### src/rtl/sha1_round_engine.sv
// SHA-1 compression core: runs the rounds on A..E using one schedule word per cycle,
// then folds the working registers into the chaining state H0..H4.
module sha1_round_engine #(
    parameter int NUM_ROUNDS = 80
) (
    input  logic         clk,
    input  logic         reset,
    input  logic         init,
    input  logic         start,
    input  logic [31:0]  w_in,
    output logic         w_next,
    output logic         busy,
    output logic         done,
    output logic [159:0] hout
);

    localparam logic [1:0] IDLE  = 2'd0;
    localparam logic [1:0] ROUND = 2'd1;
    localparam logic [1:0] FINAL = 2'd2;

    localparam logic [6:0]   LAST_T    = 7'(NUM_ROUNDS - 1);
    localparam logic [159:0] IV_PACKED = 160'h67452301EFCDAB8998BADCFE10325476C3D2E1F0;

    logic [1:0]  stateReg;
    logic [6:0]  tReg;
    logic        doneReg;
    logic [31:0] hReg [5];
    logic [31:0] wkReg [5];   // A..E at indices 0..4
    logic [31:0] ivWord [5];

    logic [31:0] fVal;
    logic [31:0] kVal;
    logic [31:0] tVal;

    genvar gi;
    generate
        for (gi = 0; gi < 5; gi++) begin : g_words
            assign ivWord[gi]               = IV_PACKED[159-32*gi -: 32];
            assign hout[159-32*gi -: 32]    = hReg[gi];
        end
    endgenerate

    // Round function and constant selected by t/20.
    always_comb begin
        fVal = wkReg[1] ^ wkReg[2] ^ wkReg[3];
        kVal = 32'hCA62C1D6;
        if (tReg < 7'd20) begin
            fVal = (wkReg[1] & wkReg[2]) | (~wkReg[1] & wkReg[3]);
            kVal = 32'h5A827999;
        end else if (tReg < 7'd40) begin
            kVal = 32'h6ED9EBA1;
        end else if (tReg < 7'd60) begin
            fVal = (wkReg[1] & wkReg[2]) | (wkReg[1] & wkReg[3]) | (wkReg[2] & wkReg[3]);
            kVal = 32'h8F1BBCDC;
        end
        tVal = {wkReg[0][26:0], wkReg[0][31:27]} + fVal + wkReg[4] + kVal + w_in;
    end

    always_ff @(posedge clk) begin
        if (reset) begin
            stateReg <= IDLE;
            tReg     <= 7'd0;
            doneReg  <= 1'b0;
            for (int i = 0; i < 5; i++) begin
                hReg[i]  <= ivWord[i];
                wkReg[i] <= 32'd0;
            end
        end else begin
            doneReg <= 1'b0;
            case (stateReg)
                IDLE: begin
                    if (init) begin
                        for (int i = 0; i < 5; i++) hReg[i] <= ivWord[i];
                    end
                    if (start) begin
                        // A simultaneous init means this block starts from IV, not the old H.
                        for (int i = 0; i < 5; i++) wkReg[i] <= init ? ivWord[i] : hReg[i];
                        tReg     <= 7'd0;
                        stateReg <= ROUND;
                    end
                end
                ROUND: begin
                    wkReg[4] <= wkReg[3];
                    wkReg[3] <= wkReg[2];
                    wkReg[2] <= {wkReg[1][1:0], wkReg[1][31:2]};
                    wkReg[1] <= wkReg[0];
                    wkReg[0] <= tVal;
                    tReg     <= tReg + 7'd1;
                    if (tReg == LAST_T) stateReg <= FINAL;
                end
                FINAL: begin
                    for (int i = 0; i < 5; i++) hReg[i] <= hReg[i] + wkReg[i];
                    doneReg  <= 1'b1;
                    stateReg <= IDLE;
                end
                default: stateReg <= IDLE;
            endcase
        end
    end

    assign w_next = (stateReg == ROUND);
    assign busy   = (stateReg != IDLE);
    assign done   = doneReg;

endmodule

### config.mk
export PLATFORM = sky130hd
export DESIGN_NAME = sha1_round_engine
export DESIGN_NICKNAME = d
export VERILOG_FILES = /design/src/rtl/sha1_round_engine.sv
export SDC_FILE = /design/constraint.sdc
export NUM_CORES = 1
export LEC_CHECK = 0
export CAP_MARGIN = 25
export CORE_MARGIN = 3
export CORE_UTILIZATION = 35
export DETAILED_ROUTE_END_ITERATION = 16
export GPL_TIMING_DRIVEN = 0
export PLACE_DENSITY = 0.52
export SLEW_MARGIN = 20
export SYNTH_ARGS = -nofsm -noshare
export SYNTH_HDL_FRONTEND = slang
export SYNTH_SLANG_ARGS = --single-unit
### constraint.sdc
create_clock -name clk -period 17.75 [get_ports clk]
set_input_delay 4.4375 -clock clk [delete_from_list [all_inputs] [get_ports clk]]
set_output_delay 4.4375 -clock clk [all_outputs]
set_load 0.005 [all_outputs]
# Yosys cells after proc, flatten, opt, wreduce, memory -nomap -nowiden
# Memory sizes are Yosys's and may differ from the RTL's.
# Index checks and enable logic that the tools add are counted.
# W data, S select, Z words.
dict set report classes {
  addsub 10
  multipliers 0
  div_mod_pow 0
  n_lt_le_gt_ge 3
  eq_ne 5
  shift 0
  mux 52
  n_bitwise 30
  reduce_logical 5
}
# op n
set ops {}
lappend ops {{$mux W32} 30}
lappend ops {{$add A32 B32 Y32} 9}
lappend ops {{$and A32 B32 Y32} 4}
lappend ops {{$or A32 B32 Y32} 3}
lappend ops {{$xor A32 B32 Y32} 2}
lappend ops {{$not A32 Y32} 1}
lappend ops {{$mux W31} 1}
lappend ops {{$or A1 B1 Y1} 20}
lappend ops {{$mux W1} 16}
lappend ops {{$lt A7 B6 Y1 const B} 2}
lappend ops {{$pmux W7 S2} 1}
lappend ops {{$add A7 B1 Y7 const B} 1}
lappend ops {{$eq A7 B7 Y1 const B} 1}
lappend ops {{$lt A7 B5 Y1 const B} 1}
lappend ops {{$mux W7} 1}
lappend ops {{$mux W2} 2}
lappend ops {{$pmux W2 S2} 1}
lappend ops {{$reduce_and A2 Y1} 2}
lappend ops {{$reduce_bool A2 Y1} 2}
lappend ops {{$eq A2 B1 Y1 const B} 1}
lappend ops {{$eq A2 B2 Y1 const B} 1}
lappend ops {{$logic_not A2 Y1} 1}
lappend ops {{$ne A2 B1 Y1 const B} 1}
lappend ops {{$ne A2 B2 Y1 const B} 1}
dict set report totals {
  regBits 10
  latchBits 0
  ramBits 320
  rom_bits 0
  inputBits 36
  out_inout_bits 163
  wordCells 110
  memories 2
}
# memory depth width rd rd_clocked_by_memory_dff write_ports line
set mem_list {}
lappend mem_list {hReg 5 32 5 0 5 27} ;# logic [31:0] hReg [5];
lappend mem_list {wkReg 5 32 5 0 5 28} ;# logic [31:0] wkReg [5];

# Logic depth before layout (Yosys ltp)
# An unclocked memory read counts as a cell.
dict set report depth {
  depth_word 12
  depth_mapped 27
}

# Worst setup path after synthesis
# Ideal clock, no wire load.
dict set report synth_timing {
  kind {input -> register}
  startpoint {in init}
  endpoint {mem hReg[0][0] (enable)}
  setup_ps 713
  arrival_time_ps 12398
  required_ps 17037
  slack_ps 4639
  cell_stages 4
  n_path_buf 2
  cell_sequence {clkbuf_1 > clkbuf_1 > nor2_1 > o21bai_1}
}
# element line
set synth_rtl {}
lappend synth_rtl {{from (decl)} 8} ;# input logic init,
lappend synth_rtl {{to (decl)} 27}

==> run metrics <==
Hold Path Sink tReg[0]; Yosys reg bits 330; final instance area 0.0305 sq mm; Compound-Gate Fraction of Synth Area 18.1%; Layout fillers 7,024; Synth Flop Type edfxtp_1; GRT overflow 0; area post-placement 0.0290 sq mm; Internal 2380 uW; total number of vias 21,200; Clock power frac 23.1%; Die X 276 um; Tightest Pin Transition 1110 ps; GPL Wtd Cong 0.947; Pleak approximately 0.012 uW; worst setup margin 8590 ps; power share of the sequential group 28.8%; largest family of logic cells by synthesized area adder cells; multiplexer area fraction after synthesis 0.196%; WL met2 approximately 46 mm; GRT Total Usage 25.3%; Crit path required time 18,030 ps; Slew headroom approximately 26%; Post-CTS Resized 0; xor and xnor area share after synthesis 5.35%; Min Hold Slack around 530 ps; status finished clean; FF-to-FF setup slack 9920 ps; worst r2r src tReg[4]; HP Class register to register; f_max around 110 MHz; maximum vdd ir drop 0.0765 mV; Post-synth EDFFs 320; Psw 1740 uW; routed wl met3 ~5.6 mm; Synth Area in Adders 20.6%; fin nets 3,180; CTS Buf Count 44; Yosys top cell area share roughly 38%; Synth Area per Inst 10.0 sq um; Synth async-reset ratio 0%; largest net degree at the start of global routing 95; worst flop-to-flop path endpoint wkReg[0][30]; Starting DRT DRC Count 1,743; Logic pwr share 48.1%; CP Class input pin to register; RSZ-0062 raised after global routing no; Post-CTS Setup Repair Bufs 0; WL final 98.7 mm; sw frac 42.2%; Area Growth Syn to Fin 19.5%; PD cells around 140 mW/mm^2; Via density 5.59; CP Capture Type register; CTS max path bufs 3; DIE AREA 0.0763 sq mm; Hold Fails Final Rpt 0; fraction of layout cells with a size suffix above 1 3.92%; Starting Density 35.6%; Synth Instances 2,544; die height approximately 280 um; setup violators final 0; clk_lat worst skew a little under 600 ps; cts hold-fix bufs 0; Reg2Reg Depth 24; initial antenna violation count 5; Root Driver clkbuf_16; syn nets 2,926; Synth cell types 78; Final HPWL DP 78.4 mm; clk slew on worst S/H paths ~60 ps; HP Start tReg[0]; simple logic cell fraction of the synthesized area between 10% and 20%; Cell Area, Synth 0.0255 sq mm; TritonRoute pass-1 iters 5; top sig layer met4; Ports 199; Antenna Violating Nets Remaining 0; # rows 98; Ant. Diodes 0; Pins Over Slew Limit 0; drt drc 0; largest cells by area after synthesis edfxtp_1 (38%), ha_1 (11%), fa_1 (9.8%); Seq/Total Area, Yosys 38.4%; crit path launch type input pin; clk sinks 330; Wirelength per Cell 26.1 um; H-tree depth 2; crit share post-route slightly above 50%; CTS tree done; Worst EP arrival 9440 ps; pre-CTS WS roughly 8100 ps; vias in the first global route about 21,000; M1 WL approximately 44 mm; Hold Path Stages 2; synth warn 0; Synth area leader edfxtp_1; core area 0.0719 sq mm; max cap viols 0; post-layout min period 9160 ps; skew final about 17 ps; CP Max Fanout 3; IO buf count 197; first-pass GRT wire length roughly 140 mm
-- through the flow --
step           std cells  setup TNS, ps  util [%]  total power, uW
3_3_place_gp        3691        -271180      40.0             3140
2_1_floorplan       2544              0         -             2530
4_1_cts             3784              0      42.5             4120
3_5_place_dp        3702              0      40.4             3160
6_report            3784              0      42.5             4130
5_1_grt             3784              0      42.5             4400
-- cells in the mapped netlist, types with 21 or more instances --
library cell	instances
edfxtp_1	320
nor2_1	276
ha_1	221
nand2_1	220
o21ai_0	196
inv_1	194
fa_1	125
a21oi_1	119
xor2_1	81
xnor2_1	75
clkbuf_1	67
a21o_1	61
a22o_1	61
nor3_1	52
nor2b_1	49
nand3_1	36
o21a_1	35
nand2b_1	33
a211oi_1	29
o32ai_1	22
a31oi_1	21
nand4_1	21
-- routing by layer --
layer  up-vias  track usage (%)
li1       9709                -
met1     10600             34.9
met2       700             41.1
met3       147             3.02
met4         0             8.57
met5         -                0
-- cell type report --
cell class                 count  area (sq um)  share of cell area, %
multi-input combinational   1940         14700                   48.2
sequential                   330          9810                   32.1
timing repair buffer         208          2250                   7.37
tap                          950          1190                   3.89
clock buffer                  55          1180                   3.88
inverter                     196           743                   2.43
clock inverter                27           343                   1.12
buffer                        78           298                  0.975
-- worst max-delay path by stage --
stage	from	to	slack, ps	cells past startpoint
floorplan	init	hReg[0][0]	4640	4
global placement	init	hReg[0][7]	-1730	4
detailed placement	w_in[1]	wkReg[0][31]	8080	19
CTS	w_in[1]	wkReg[0][31]	8630	19
global route	w_in[1]	wkReg[0][29]	8400	19
finish	w_in[1]	wkReg[0][31]	8590	19
-- logic make-up (layout without fill, tap and decap cells) --
kind of cell	after synthesis	in the layout
AND/OR/NAND/NOR	752	752
adder cells (fa/ha/maj)	346	346
multiplexers	5	5
buffers and inverters	274	564
AO/OA/AOI/OAI	681	681
flip-flops	330	330
XOR/XNOR	156	156
-- worst max-delay path, cell delays in order --
cell and delay (ps):
clkdlybuf4s50_1 540, fa_1 600, inv_1 80, fa_1 460, fa_1 490, inv_1 40
ha_1 190, inv_1 80, fa_1 260, nor2b_4 60, o31ai_2 330, a21oi_2 170
a2111oi_4 520, o211ai_2 180, a31o_2 270, nor2b_4 140, a2111oi_4 320, xnor2_1 180
o21ai_1 80
-- registers in the layout, summed over array words and instances, names as in the netlist --
register	cells
stateReg	2
wkReg	160
hReg	160
tReg	7
done	1
-- power by group through the flow --
stage	combinational (uW)	sequential [uW]	clock, uW
after global routing	2210	1190	999
final	1990	1190	953
after CTS	1970	1180	966
after floorplan	1470	1070	0
after detailed placement	1960	1200	0
after global placement	1930	1220	0
-- placed cells by master (no fill, tap or decap), types with 35 or more instances in the layout --
cell type / synthesis / layout
nor3_1: 52 / 52
inv_1: 194 / 193
ha_1: 221 / 221
a22o_1: 61 / 61
a21o_1: 61 / 61
nand2_1: 220 / 220
nor2b_1: 49 / 49
xor2_1: 81 / 81
fa_1: 125 / 125
edfxtp_1: 320 / 320
clkdlybuf4s50_1: 0 / 197
a21oi_1: 119 / 119
nand3_1: 36 / 36
o21a_1: 35 / 35
clkbuf_1: 67 / 72
xnor2_1: 75 / 75
o21ai_0: 196 / 196
nor2_1: 276 / 276
clkbuf_16: 0 / 46
Power figures use the tool's default switching activity.
